===== src/rtl/wb_trap_ctrl.sv =====
// Write-back trap controller: machine-mode trap CSRs, trap/MRET sequencing, fetch redirect.
// Optional vectored interrupt mode is enabled by defining WB_TRAP_VECTORED_EN.
module wb_trap_ctrl #(
   parameter int unsigned     XLEN        = 32,
   parameter int unsigned     NUM_XINT    = 4,
   parameter logic [XLEN-1:0] MTVEC_RESET = 32'h0000_0100
) (
   input  logic            clk_i,
   input  logic            rst_i,
   input  logic            valid_i,
   output logic            ready_o,
   input  logic [XLEN-1:0] pc_i,
   input  logic [31:0]     instr_i,
   input  logic [3:0]      exc_i,
   input  logic [XLEN-1:0] exc_tval_i,
   input  logic            is_ecall_i,
   input  logic            is_ebreak_i,
   input  logic            is_mret_i,
   input  logic            csr_we_i,
   input  logic [11:0]     csr_addr_i,
   input  logic [XLEN-1:0] csr_wdata_i,
   output logic [XLEN-1:0] csr_rdata_o,
   input  logic            xint_meip_i,
   input  logic            xint_mtip_i,
   input  logic            xint_msip_i,
   input  logic [NUM_XINT-1:0] xint_plat_i,
   output logic            retire_o,
   output logic            flush_o,
   output logic [XLEN-1:0] trap_pc_o
);

   typedef enum logic [1:0] {StIdle, StSave, StJump} state_e;

`ifdef WB_TRAP_VECTORED_EN
   localparam logic [XLEN-1:0] MtvecRst = {MTVEC_RESET[XLEN-1:2], 1'b0, MTVEC_RESET[0]};
`else
   localparam logic [XLEN-1:0] MtvecRst = {MTVEC_RESET[XLEN-1:2], 2'b00};
`endif

   state_e          state_q, state_d;
   logic            mst_mie_q, mst_mie_d, mst_mpie_q, mst_mpie_d;
   logic [XLEN-1:0] mie_q, mie_d, mtvec_q, mtvec_d, mepc_q, mepc_d;
   logic [XLEN-1:0] mcause_q, mcause_d, mtval_q, mtval_d;
   logic [XLEN-1:0] pend_cause_q, pend_cause_d, pend_tval_q, pend_tval_d;
   logic [XLEN-1:0] pend_pc_q, pend_pc_d, target_q, target_d;

   logic [XLEN-1:0] mip, mie_mask, irq_en, trap_cause, trap_tval, trap_target, base;
   logic [4:0]      int_code, exc_code;
   logic            int_pend, exc_any;

   always_comb begin
      mip = '0;
      mip[3] = xint_msip_i;
      mip[7] = xint_mtip_i;
      mip[11] = xint_meip_i;
      mip[16 +: NUM_XINT] = xint_plat_i;
      mie_mask = '0;
      mie_mask[3] = 1'b1;
      mie_mask[7] = 1'b1;
      mie_mask[11] = 1'b1;
      mie_mask[16 +: NUM_XINT] = '1;
   end

   assign irq_en   = mie_q & mip;
   assign int_pend = mst_mie_q & (|irq_en);

   // Later assignments win, so the loop runs from lowest to highest priority.
   always_comb begin
      int_code = 5'd0;
      for (int k = NUM_XINT - 1; k >= 0; k--) begin
         if (irq_en[16 + k]) int_code = 5'(16 + k);
      end
      if (irq_en[7])  int_code = 5'd7;
      if (irq_en[3])  int_code = 5'd3;
      if (irq_en[11]) int_code = 5'd11;
   end

   always_comb begin
      exc_any   = (|exc_i) | is_ecall_i | is_ebreak_i;
      exc_code  = 5'd0;
      trap_tval = '0;
      if (exc_i[0]) begin
         exc_code  = 5'd0;
         trap_tval = exc_tval_i;
      end else if (exc_i[1]) begin
         exc_code  = 5'd2;
         trap_tval = XLEN'(instr_i);
      end else if (is_ebreak_i) begin
         exc_code  = 5'd3;
         trap_tval = pc_i;
      end else if (exc_i[2]) begin
         exc_code  = 5'd4;
         trap_tval = exc_tval_i;
      end else if (exc_i[3]) begin
         exc_code  = 5'd6;
         trap_tval = exc_tval_i;
      end else if (is_ecall_i) begin
         exc_code  = 5'd11;
         trap_tval = '0;
      end
      trap_cause = '0;
      if (int_pend) begin
         trap_cause[XLEN-1] = 1'b1;
         trap_cause[4:0]    = int_code;
         trap_tval          = '0;
      end else begin
         trap_cause[4:0]    = exc_code;
      end
      base        = {mtvec_q[XLEN-1:2], 2'b00};
      trap_target = base;
`ifdef WB_TRAP_VECTORED_EN
      if (int_pend && mtvec_q[0]) trap_target = base + (XLEN'(int_code) << 2);
`endif
   end

   always_comb begin
      csr_rdata_o = '0;
      case (csr_addr_i)
         12'h300: begin
            csr_rdata_o[12:11] = 2'b11;
            csr_rdata_o[7]     = mst_mpie_q;
            csr_rdata_o[3]     = mst_mie_q;
         end
         12'h304: csr_rdata_o = mie_q;
         12'h305: csr_rdata_o = mtvec_q;
         12'h341: csr_rdata_o = mepc_q;
         12'h342: csr_rdata_o = mcause_q;
         12'h343: csr_rdata_o = mtval_q;
         12'h344: csr_rdata_o = mip;
         default: csr_rdata_o = '0;
      endcase
   end

   always_comb begin
      state_d      = state_q;
      mst_mie_d    = mst_mie_q;
      mst_mpie_d   = mst_mpie_q;
      mie_d        = mie_q;
      mtvec_d      = mtvec_q;
      mepc_d       = mepc_q;
      mcause_d     = mcause_q;
      mtval_d      = mtval_q;
      pend_cause_d = pend_cause_q;
      pend_tval_d  = pend_tval_q;
      pend_pc_d    = pend_pc_q;
      target_d     = target_q;
      ready_o      = 1'b0;
      retire_o     = 1'b0;
      flush_o      = 1'b0;
      trap_pc_o    = '0;
      case (state_q)
         StIdle: begin
            ready_o = 1'b1;
            if (valid_i) begin
               if (int_pend || exc_any) begin
                  pend_cause_d = trap_cause;
                  pend_tval_d  = trap_tval;
                  pend_pc_d    = pc_i;
                  target_d     = trap_target;
                  state_d      = StSave;
               end else if (is_mret_i) begin
                  target_d   = mepc_q;
                  mst_mie_d  = mst_mpie_q;
                  mst_mpie_d = 1'b1;
                  retire_o   = 1'b1;
                  state_d    = StJump;
               end else begin
                  retire_o = 1'b1;
                  if (csr_we_i) begin
                     case (csr_addr_i)
                        12'h300: begin
                           mst_mie_d  = csr_wdata_i[3];
                           mst_mpie_d = csr_wdata_i[7];
                        end
                        12'h304: mie_d = csr_wdata_i & mie_mask;
`ifdef WB_TRAP_VECTORED_EN
                        // Modes 2/3 are reserved: keep the current mode.
                        12'h305: mtvec_d = csr_wdata_i[1] ?
                                           {csr_wdata_i[XLEN-1:2], mtvec_q[1:0]} :
                                           {csr_wdata_i[XLEN-1:2], 1'b0, csr_wdata_i[0]};
`else
                        12'h305: mtvec_d = {csr_wdata_i[XLEN-1:2], 2'b00};
`endif
                        12'h341: mepc_d   = {csr_wdata_i[XLEN-1:2], 2'b00};
                        12'h342: mcause_d = csr_wdata_i;
                        12'h343: mtval_d  = csr_wdata_i;
                        default: ;
                     endcase
                  end
               end
            end
         end
         StSave: begin
            mepc_d     = {pend_pc_q[XLEN-1:2], 2'b00};
            mcause_d   = pend_cause_q;
            mtval_d    = pend_tval_q;
            mst_mpie_d = mst_mie_q;
            mst_mie_d  = 1'b0;
            state_d    = StJump;
         end
         StJump: begin
            flush_o   = 1'b1;
            trap_pc_o = target_q;
            state_d   = StIdle;
         end
         default: state_d = StIdle;
      endcase
   end

   always_ff @(posedge clk_i or negedge rst_i) begin
      if (!rst_i) begin
         state_q      <= StIdle;
         mst_mie_q    <= 1'b0;
         mst_mpie_q   <= 1'b0;
         mie_q        <= '0;
         mtvec_q      <= MtvecRst;
         mepc_q       <= '0;
         mcause_q     <= '0;
         mtval_q      <= '0;
         pend_cause_q <= '0;
         pend_tval_q  <= '0;
         pend_pc_q    <= '0;
         target_q     <= '0;
      end else begin
         state_q      <= state_d;
         mst_mie_q    <= mst_mie_d;
         mst_mpie_q   <= mst_mpie_d;
         mie_q        <= mie_d;
         mtvec_q      <= mtvec_d;
         mepc_q       <= mepc_d;
         mcause_q     <= mcause_d;
         mtval_q      <= mtval_d;
         pend_cause_q <= pend_cause_d;
         pend_tval_q  <= pend_tval_d;
         pend_pc_q    <= pend_pc_d;
         target_q     <= target_d;
      end
   end

endmodule


===== config.mk =====
export PLATFORM = sky130hd
export DESIGN_NAME = wb_trap_ctrl
export DESIGN_NICKNAME = d
export VERILOG_FILES = /design/src/rtl/wb_trap_ctrl.sv
export SDC_FILE = /design/constraint.sdc
export NUM_CORES = 1
export LEC_CHECK = 0
export ABC_AREA = 1
export CAP_MARGIN = 40
export CORE_AREA = 2 2 193 195
export DETAILED_ROUTE_END_ITERATION = 7
export DIE_AREA = 0 0 195 197
export SLEW_MARGIN = 20
export SYNTH_ARGS = -nofsm -noshare
export SYNTH_HDL_FRONTEND = slang
export SYNTH_SLANG_ARGS = --single-unit

===== constraint.sdc =====
create_clock -name clk_i -period 5.07 [get_ports clk_i]
set_input_delay 0.507 -clock clk_i [delete_from_list [all_inputs] [get_ports clk_i]]
set_output_delay 0.507 -clock clk_i [all_outputs]
set_load 0.01 [all_outputs]

==> results.json, run 1 <==
{
  "ir_worst_vdd_uv": 219,
  "netlist_instances": 1792,
  "drv_cap": 0,
  "syn-cell-area_sq_um": 12500,
  "finalCritPeriodShare_pct": 77.6,
  "gp_congestion": 0.932,
  "grt_usage_pct": 23.1,
  "clock_sinks": 233,
  "clock-root-buffer": "clkbuf_16",
  "vias": 12300,
  "grt_pass1_wl_mm": 70.0,
  "multi_input_area_sq_um": 5770,
  "p_int_mw": 3.86,
  "status": "completed",
  "stdcell_count": 2454,
  "die-area_sq_um": 38400,
  "overflow": 0,
  "antenna_found_initial": 1,
  "drt_iter0_markers": 1138,
  "antenna_left": 0,
  "cts_tree": "done",
  "p_switching_mw": 1.86,
  "cp_data_required_time_ps": 4560,
  "arrival_ps": 3430,
  "insertion_delay_ps": 540,
  "combPwrFrac_pct": 20.6,
  "drc": 0,
  "final.setup.worst_slack_ps": 1140,
  "slew_headroom_pct": 36.5,
  "max_freq_mhz": 254,
  "die_h_um": 197,
  "ys_ff_latch": 233,
  "grt_pass1_vias": 11500,
  "start_kind": "input pin",
  "nets": 2125,
  "setup_tns_ps": 0,
  "via_per_inst": 5.02,
  "final_cell_mix": "nand2_1 (846), dfrtp_1 (232), clkdlybuf4s50_1 (221)",
  "die_w_um": 195,
  "finish.utilization_pct": 44.2,
  "path_clk_slew_ps": 60,
  "htree_levels": 1,
  "drt_wl_total_mm": 44.7,
  "clock_path_buffers": 3,
  "power_frac_clock_pct": 31.9,
  "numCtsBuffers": 25,
  "place_ws_ps": 1210,
  "slew_violations": 0,
  "core_sq_um": 36300,
  "fillCellCount": 3819,
  "tightest_slew_ps": 952,
  "ys_types": 28,
  "stdcell_area_sq_um": 16000,
  "num_rows": 70,
  "dpl-instance-area_sq_um": 15200,
  "start_util_pct": 34.6,
  "drive_gt1_share_pct": 4.73,
  "seqCellArea_sq_um": 5830,
  "setup_viol": 0,
  "postCtsSetupRepairBufs": 0,
  "first_pass_iters": 5,
  "place_inst": 2407,
  "avgSynthCellArea_sq_um": 6.99,
  "yosysSeqAreaShare_pct": 46.5,
  "ctsHoldBuffers": 0,
  "final_common_cell": "nand2_1",
  "port_buffers": 222,
  "cts_resized": 0,
  "synth_warnings": 0,
  "path_max_fanout": 16,
  "finalClockSkew_ps": 15.1,
  "wl_per_cell_um": 18.2,
  "hp-class": "input pin to async pin",
  "grt_max_degree": 120,
  "pwr-share-seq_pct": 47.4,
  "hpwl_mm": 32.1,
  "n_antenna_cell": 0,
  "crit_type": "input pin to primary output",
  "rsz0062_at_grt": "no",
  "area_delta_synth_final_pct": 27.9,
  "totalPowerFinal_mw": 5.73,
  "fin_crit_ps": 3930,
  "whs_ps": 38.4,
  "swShare_pct": 32.5,
  "ioPinCount": 225,
  "hold_viol_final": 0,
  "leakagePower_nw": 7.97,
  "worstSetupEndpointType": "primary output",
  "power_density_nw_per_um2": 357
}
cells in the mapped netlist (all sizes together):
cell | instances | area, sq um
nand2 | 850 | 3200
dfrtp | 232 | 5810
nand3 | 147 | 741
inv | 131 | 492
o21ai | 110 | 551
nor2 | 72 | 280
clkbuf | 60 | 225
buf | 48 | 253
o22ai | 36 | 225
nand3b | 32 | 240
a22oi | 28 | 210
nand4 | 23 | 144
a21oi | 10 | 50.1
o211ai | 5 | 37.5
a22o | 2 | 17.5
and3 | 1 | 6.26
clkinv | 1 | 3.75
conb | 1 | 3.75
dfstp | 1 | 26.3
nor3 | 1 | 16.3
o21bai | 1 | 7.51
kinds of logic (layout without fill, tap and decap cells):
kind of cell,count (synthesis),after routing,share of synthesized area [%]
buffers and inverters,240,433,7.77
flip-flops,233,233,46.5
AO/OA/AOI/OAI,192,192,8.77
AND/OR/NAND/NOR,1126,1126,36.9
other,1,2,0.0299
registers in the layout, indices dropped and copies added (netlist names):
name / count
mst_mie_q: 1
pend_tval_q: 32
mie_q: 7
state_q: 2
pend_cause_q: 6
mtvec_q: 30
mepc_q: 30
target_q: 30
mtval_q: 32
pend_pc_q: 30
mcause_q: 32
mst_mpie_q: 1
metal layers:
metal / track usage [%] / share of wire, %
met5: 0 / 0.016
met3: 3.35 / 7.4
met2: 33.3 / 42
met1: 36.5 / 49
met4: 4.58 / 1.6
worst paths after layout:
| path | cells past startpoint | slack, ps | from | endpoint |
|---|---|---|---|---|
| max in group asynchronous | 2 | 3870 | rst_i | mtvec_q[3] |
| max | 10 | 1140 | csr_addr_i[5] | csr_rdata_o[31] |
| min | 1 | 40 | rst_i | pend_tval_q[15] |
| max reg2reg | 10 | 2110 | mie_q[16] | mtvec_q[30] |
| min in group clk_i | 2 | 470 | mcause_q[29] | mcause_q[29] |
| min reg2reg | 2 | 470 | mcause_q[29] | mcause_q[29] |
area by class of cell:
cell class,count,share of cell area (%)
clock buffer,38,4.39
clock inverter,8,0.601
inverter,132,3.09
multi-input combinational,1320,36.0
sequential,233,36.4
tap,468,3.65
timing repair buffer,255,15.9
critical path: stages:
cell and delay [ps]:
clkdlybuf4s50_1 420, nor2_1 160, nand3_1 110, nor2_2 360, nand2_1 150, inv_1 510
buf_4 380, nand2_1 80, nand4_1 170, clkdlybuf4s50_1 570
power groups by stage:
| stage | clock, mW | combinational [mW] | sequential (mW) |
|---|---|---|---|
| floorplan | 0 | 0.745 | 2.60 |
| global placement | 0 | 1.13 | 2.72 |
| detailed placement | 0 | 1.18 | 2.73 |
| CTS | 1.86 | 1.18 | 2.70 |
| global route | 1.94 | 1.36 | 2.77 |
| finish | 1.83 | 1.18 | 2.72 |
Note: power is estimated with default switching activity, not from simulation.
==> run 2, diff against run 1 <==
clock period = 3.8 ns   (was 5.07 ns; I/O delays follow)
==> results.json, run 2 (synthesis gave the netlist of run 1 again) <==
{
  "status": "completed",
  "totalPowerFinal_mw": 7.80,
  "path_clk_slew_ps": 60,
  "ir_worst_vdd_uv": 273,
  "multi_input_area_sq_um": 5770,
  "overflow": 0,
  "wl_per_cell_um": 18.2,
  "hp-class": "input pin to flop",
  "reg_top3": "mcause_q (32), mtval_q (32), pend_tval_q (32)",
  "drive_gt1_share_pct": 5.17,
  "final_cell_mix": "nand2_1 (846), dfrtp_1 (232), clkdlybuf4s50_1 (221)",
  "reg2reg_slack_ps": 1240,
  "grt_max_degree": 110,
  "clock-root-buffer": "clkbuf_16",
  "start_kind": "input pin",
  "gp_congestion": 0.980,
  "die-area_sq_um": 38400,
  "antenna_found_initial": 0,
  "final_common_cell": "nand2_1",
  "slew_headroom_pct": 42.8,
  "stdcell_count": 2461,
  "crit_buf_inv": 3,
  "crit_cells": 10,
  "cp_top_family": "buffers and inverters",
  "cpMostUsedCell": "nand2_1",
  "path_max_fanout": 31,
  "worstSetupEndpointType": "primary output",
  "first_pass_iters": 6,
  "place_inst": 2413,
  "hold_viol_final": 0,
  "area_delta_synth_final_pct": 28.9,
  "slew_violations": 0,
  "htree_levels": 1,
  "finalClockSkew_ps": 11.6,
  "core_sq_um": 36300,
  "crit_type": "input pin to primary output",
  "drt_wl_total_mm": 44.9,
  "num_rows": 70,
  "tightest_slew_ps": 857,
  "ctsHoldBuffers": 1,
  "seqCellArea_sq_um": 5830,
  "crit_slowest_cell": "clkdlybuf4s50_1",
  "clock_sinks": 233,
  "port_buffers": 222,
  "postCtsSetupRepairBufs": 0,
  "power_density_nw_per_um2": 483,
  "timing.critical_path.from": "csr_addr_i[5]",
  "max_freq_mhz": 298,
  "via_per_inst": 4.99,
  "ioPinCount": 225,
  "setup_viol": 0,
  "grt_usage_pct": 23.5,
  "vias": 12300,
  "fin_crit_ps": 3350,
  "die_w_um": 195,
  "leakagePower_nw": 8.04,
  "antenna_left": 0,
  "numCtsBuffers": 26,
  "start_util_pct": 34.6,
  "drt_iter0_markers": 1169,
  "nets": 2132,
  "clock_path_buffers": 3,
  "r2r_start": "mie_q[11]",
  "max_stage_delay_ps": 570,
  "crit_end": "csr_rdata_o[31]",
  "drv_cap": 0,
  "insertion_delay_ps": 540,
  "setup_tns_ps": 0,
  "finalCritPeriodShare_pct": 88.2,
  "reg2reg_depth": 9,
  "cts_tree": "done",
  "hpwl_mm": 32.3,
  "cp_data_required_time_ps": 3420,
  "rsz0062_at_grt": "no",
  "fillCellCount": 3769,
  "arrival_ps": 2970,
  "drc": 0,
  "path_cells": "clkdlybuf4s50_1 -> nor2_1 -> nand2_1 -> nor2_1 -> nand2_1 -> nor2_2 -> buf_4 -> nand2_1 -> nand4_1 -> clkdlybuf4s50_1",
  "die_h_um": 197,
  "grt_pass1_wl_mm": 70.7,
  "grt_pass1_vias": 12000,
  "cts_resized": 0,
  "n_antenna_cell": 0,
  "rr_endpoint": "pend_tval_q[18]"
}
## run 2: cell count changes in the layout (fill, tap and decap cells not counted)
cell | before | now
buf_8 | 4 | 1
buf_16 | 0 | 1
clkbuf_8 | 3 | 7
buf_4 | 26 | 33
clkbuf_16 | 25 | 27
clkinv_2 | 4 | 3
clkbuf_1 | 10 | 7
dlygate4sd3_1 | 0 | 1
inv_6 | 1 | 0
## run 2: layout make-up
type | instances | share of cell area [%]
Tap cell | 468 | 3.62
Timing Repair Buffer | 261 | 16.0
Clock buffer | 41 | 4.94
Clock inverter | 6 | 0.511
Sequential cell | 233 | 36.1
Multi-Input combinational cell | 1320 | 35.7
Inverter | 132 | 3.07
## run 2: routing by layer
layer | part of all wire, % | up-vias | GRT usage [%]
met4 | 2.0 | 0 | 5.48
met5 | 0 | - | 0
met2 | 41 | 472 | 34.7
li1 | - | 6056 | -
met1 | 49 | 5708 | 36.0
met3 | 7.4 | 49 | 3.32
## run 2: worst min path at each step
stage	from	end	slack, ps	depth (start not counted)
2_1_floorplan	rst_i	mcause_q[0]	80	0
6_report	csr_wdata_i[25]	mtvec_q[25]	410	3
5_1_grt	pc_i[27]	pend_pc_q[27]	440	3
4_1_cts	csr_wdata_i[25]	mtvec_q[25]	400	3
3_5_place_dp	mcause_q[6]	mcause_q[6]	460	2
3_3_place_gp	mcause_q[17]	mcause_q[17]	450	2
## run 2: report_power, final
part	switching (mW)	total (mW)	internal [mW]	leakage (nW)
Combinational	0.981	1.56	0.581	4.59
Clock	1.03	2.60	1.57	0.431
Sequential	0.491	3.64	3.15	3.02
Total	2.50	7.80	5.30	8.04
## run 2: through the flow
| step | utilization [%] | hold slack (ps) | instance area, sq um | setup slack (ps) |
|---|---|---|---|---|
| global route | 44.6 | 440 | 16200 | 284 |
| detailed placement | 42.1 | 459 | 15300 | 519 |
| CTS | 44.6 | 402 | 16200 | 509 |
| finish | 44.6 | 410 | 16200 | 449 |
| global placement | 42.0 | 455 | 15200 | 523 |
| floorplan | - | 84.4 | 12500 | 1840 |
## run 2: tightest hold or removal path: cells and delay by family
kind,cells,cell delay [ps]
buffers and inverters,1,420
and+or+nand+nor,2,110
==> edit 1 (flow settings as in run 2) <==
`XLEN`: 32 -> 40.
--- a/src/rtl/wb_trap_ctrl.sv
+++ b/src/rtl/wb_trap_ctrl.sv
@@ -1,7 +1,7 @@
 // Write-back trap controller: machine-mode trap CSRs, trap/MRET sequencing, fetch redirect.
 // Optional vectored interrupt mode is enabled by defining WB_TRAP_VECTORED_EN.
 module wb_trap_ctrl #(
-   parameter int unsigned     XLEN        = 32,
+   parameter int unsigned     XLEN        = 40,
    parameter int unsigned     NUM_XINT    = 4,
    parameter logic [XLEN-1:0] MTVEC_RESET = 32'h0000_0100
 ) (
Interface: changed (5 resized); port bits go from 225 to 265. No check against the original RTL was run, so the function may have changed too.
==> edit 1 against run 2 <==
  * The run now ends with negative hold slack left
  * Design area rose by 25%
  * Synthesized area up 28%
  * Non-clock buffer count increased by 47
  * Sequential cell count up 56
  * Wire length increased by 25%
  * Sequential power up 27%
  * Fmax shrank 0.90%
  * Power rose by 32%
  * Via count rose by 28%
  * Synthesized cell count up 25%
  * Worst setup slack lost 0.030 ns
  * Largest cell class is now multi-input combinational cells
  * Highest routed layer unchanged
==> edit 1: results <==
group,metric,value,unit
outcome,status,"finished with violations",
outcome,violations,"negative hold slack",
detailed_routing,wl_per_cell,19.3,um
sta,whs,-0.0455,ns
detailed_routing,vias,15700,
placed_design,placed_cells,2850,
final_layout,nNetsFinal,2601,
placed_design,dp_slack,0.524,ns
final_layout,final_util,55.7,%
power,p_leak,9.98,nW
power,seqPwrFrac,44.8,%
detailed_routing,vias_per_cell,5.40,
power,powerSeq,4.62,mW
logic_synthesis,synthTopCellsByCount,"945 x nand2_1, 288 x dfrtp_1, 175 x inv_1",
logic_synthesis,synthTopCellsByArea,"dfrtp_1 45%, nand2_1 22%, nand4_1 6.7%",
global_route,grt_pass1_vias,14800,
critical_path,critical_path.max_fanout,8,
sta,tightest_slew,0.964,ns
clocking,cts-htree-levels,2,
global_route,grt_max_degree,116,
final_layout,drive_gt1_share,5.77,%
global_route,met3_usage,5.25,%
final_layout,largestRegisters,"mcause_q x40, mtval_q x40, pend_tval_q x40",
power,p_int,6.85,mW
sta,finalHoldViolCount,29,
clocking,cts_buffers,34,
global_route,grt_pass1_wl,87.7,mm
[edit 1: final cells by class]
type	count	share of cell area (%)
clock buffer	54	5.35
inverter	189	3.52
timing repair buffer	308	15.6
multi-input combinational	1597	36.3
tap	468	2.90
sequential	289	35.8
clock inverter	7	0.434
[edit 1: path summary, 6_finish.rpt]
kind,start,endpoint,slack (ns),depth (start not counted)
setup / recovery,csr_addr_i[9],csr_rdata_o[3],0.42,9
hold / removal,rst_i,pend_pc_q[14],-0.05,1
setup reg to reg,mie_q[11],mcause_q[12],1.12,11
hold reg to reg,mcause_q[10],mcause_q[10],0.47,2
max in group asynchronous,rst_i,pend_tval_q[24],2.91,2
min in group clk_i,pc_i[39],pend_pc_q[39],0.44,3
[edit 1: layer usage]
| metal | up-vias | routed length, um |
|---|---|---|
| met2 | 672 | 22400 |
| met3 | 73 | 4780 |
| met4 | 0 | 1180 |
| met1 | 7327 | 27900 |
| met5 | - | 0 |
| li1 | 7660 | - |
==> edit 2 (config.mk and constraints of run 2) <==
Made on the original files. Reset style: synchronous (`rst_i`), changed in one clocked block.
--- a/src/rtl/wb_trap_ctrl.sv
+++ b/src/rtl/wb_trap_ctrl.sv
@@ -207,7 +207,7 @@
       endcase
    end
 
-   always_ff @(posedge clk_i or negedge rst_i) begin
+   always_ff @(posedge clk_i) begin
       if (!rst_i) begin
          state_q      <= StIdle;
          mst_mie_q    <= 1'b0;
Function: changed (a bounded check fails within 4 cycles, from zero or initial values and one cycle with rst_i low; the reset may be asserted at any time).
==> edit 2 against run 2 <==
  * Design area decreased by 1.2%
  * Clock skew decreased by 0.0025 ns
  * Synthesized area decreased by 0.82%
  * Wire length increased by 1.2%
  * Sequential cell count unchanged
  * First-iteration DRC count increased by 8.7%
  * Power decreased by 23%
  * Final cell count increased by 10%
  * Worst setup slack improved by 0.10 ns
  * Critical endpoint is now csr_rdata_o[2]
  * Critical path depth decreased by 2
  * Register-to-register slack got worse by 0.04 ns
  * Critical path type unchanged
==> edit 2: results <==
group,metric,value,unit
outcome,status,"completed",
logic_synthesis,synthTopCellsByArea,"dfxtp_1 38%, nand2_1 18%, nor2_1 14%",
hold_path,hp-start,"rst_i",
clocking,clk_latency,0.54,ns
global_route,antenna_found_initial,0,
final_layout,nNetsFinal,2377,
final_layout,largestRegisters,"mcause_q x32, mtval_q x32, pend_tval_q x32",
placed_design,gp_congestion,0.889,
detailed_routing,wirelength,45.4,mm
clocking,post_cts_resized,0,
critical_path,r2r_setup_slack,1.20,ns
logic_synthesis,synthTopCellsByCount,"592 x nand2_1, 452 x nor2_1, 233 x dfxtp_1",
final_layout,diodes,0,
logic_synthesis,yosysUniqueCellTypes,32,
clocking,path_clk_slew,0.06,ns
critical_path,critical_path.max_fanout,12,
placed_design,dp_hpwl,31.8,mm
clocking,cts-root-buf,"clkbuf_16",
detailed_routing,vias,13200,
clocking,cts_max_path_buffers,3,
detailed_routing,firstDrtPassIters,5,
final_layout,nFillCells,3955,
power,ir_drop,0.259,mV
placed_design,dp_slack,0.573,ns
global_route,grt_max_degree,155,
logic_synthesis,yosysWarningCount,0,
global_route,grt_use_total,23.0,%
critical_path,arrival,2.87,ns
global_route,grt_pass1_vias,12000,
logic_synthesis,synth_seq_area_share,37.5,%
hold_path,min_path_cells,3,
critical_path,r2r-start,"mie_q[11]",
global_route,grt_pass1_wl,69.8,mm
detailed_routing,drt-initial-drc-count,1271,
clocking,post_cts_buffers,0,
clocking,cts-htree-levels,1,
sta,clock_skew,0.00910,ns
hold_path,min_to,"pend_tval_q[2]",
power,p_leak,7.26,nW
clocking,cts_buffers,26,
critical_path,worstRegToRegCells,12,
logic_synthesis,synthArstFlopShare,0,%
final_layout,drive_gt1_share,4.47,%
sta,slew-limit-headroom,49.6,%
critical_path,reg2reg_to,"target_q[5]",
hold_path,hold_path_class,"in2reg",
placed_design,portBuffers,222,
clocking,cts_hold_buf,0,
-- edit 2: critical path, stage by stage --
cell	delay, ns
clkdlybuf4s50_1	0.50
nand2_1	0.06
nor2_1	0.23
nand3_1	0.17
inv_1	0.53
nand2_1	0.12
o2111ai_1	0.24
clkdlybuf4s50_1	0.62
-- edit 2: cell type report --
type                            count  area [um^2]  share of cell area [%]
Tap cell                          468          586                    3.67
Timing Repair Buffer              261         2600                    16.3
Clock buffer                       42          822                    5.15
Clock inverter                      6         55.1                   0.345
Multi-Input combinational cell   1476         6420                    40.2
Inverter                          221          830                    5.19
Sequential cell                   233         4660                    29.2
-- edit 2: worst max path at each step --
| stage | startpoint | end | slack, ns | cells past startpoint |
|---|---|---|---|---|
| finish | csr_addr_i[6] | csr_rdata_o[2] | 0.55 | 8 |
| global route | csr_addr_i[7] | csr_rdata_o[2] | 0.41 | 9 |
| CTS | csr_addr_i[6] | csr_rdata_o[2] | 0.56 | 8 |
| detailed placement | csr_addr_i[6] | csr_rdata_o[2] | 0.57 | 8 |
| global placement | csr_addr_i[11] | csr_rdata_o[13] | 0.43 | 11 |
| floorplan | csr_addr_i[5] | csr_rdata_o[16] | 1.80 | 9 |
-- edit 2: metrics by stage --
step | area, um^2 | util [%] | hold slack, ns | power [mW] | cells
2_1_floorplan | 12400 | - | 0.425 | 3.09 | 2062
3_3_place_gp | 15000 | 41.4 | 0.438 | 3.45 | 2655
3_5_place_dp | 15100 | 41.6 | 0.447 | 3.47 | 2659
4_1_cts | 16000 | 44.0 | 0.268 | 6.05 | 2707
5_1_grt | 16000 | 44.0 | 0.298 | 6.26 | 2707
6_report | 16000 | 44.0 | 0.288 | 6.00 | 2707
-- edit 2: routing by layer --
layer / vias to the layer above / global-route usage, % / share of wire, %
li1: 6735 / - / -
met1: 5875 / 35.5 / 50
met2: 523 / 33.3 / 40
met3: 46 / 3.44 / 7.8
met4: 0 / 5.03 / 1.7
met5: - / 0 / 0
-- edit 2: cells by family (layout without fill, tap and decap cells) --
group | after synthesis | after routing | synth area share (%)
AND/OR/NAND/NOR | 1156 | 1156 | 36.6
flip-flops | 233 | 233 | 37.5
other | 1 | 2 | 0.0302
AO/OA/AOI/OAI | 318 | 318 | 14.7
buffers and inverters | 353 | 530 | 11.1
-- edit 2: report_power, final --
group / internal (mW) / total [mW] / switching, mW
logic: 0.337 / 0.836 / 0.499
clock network: 1.54 / 2.57 / 1.04
registers: 2.55 / 2.59 / 0.0399
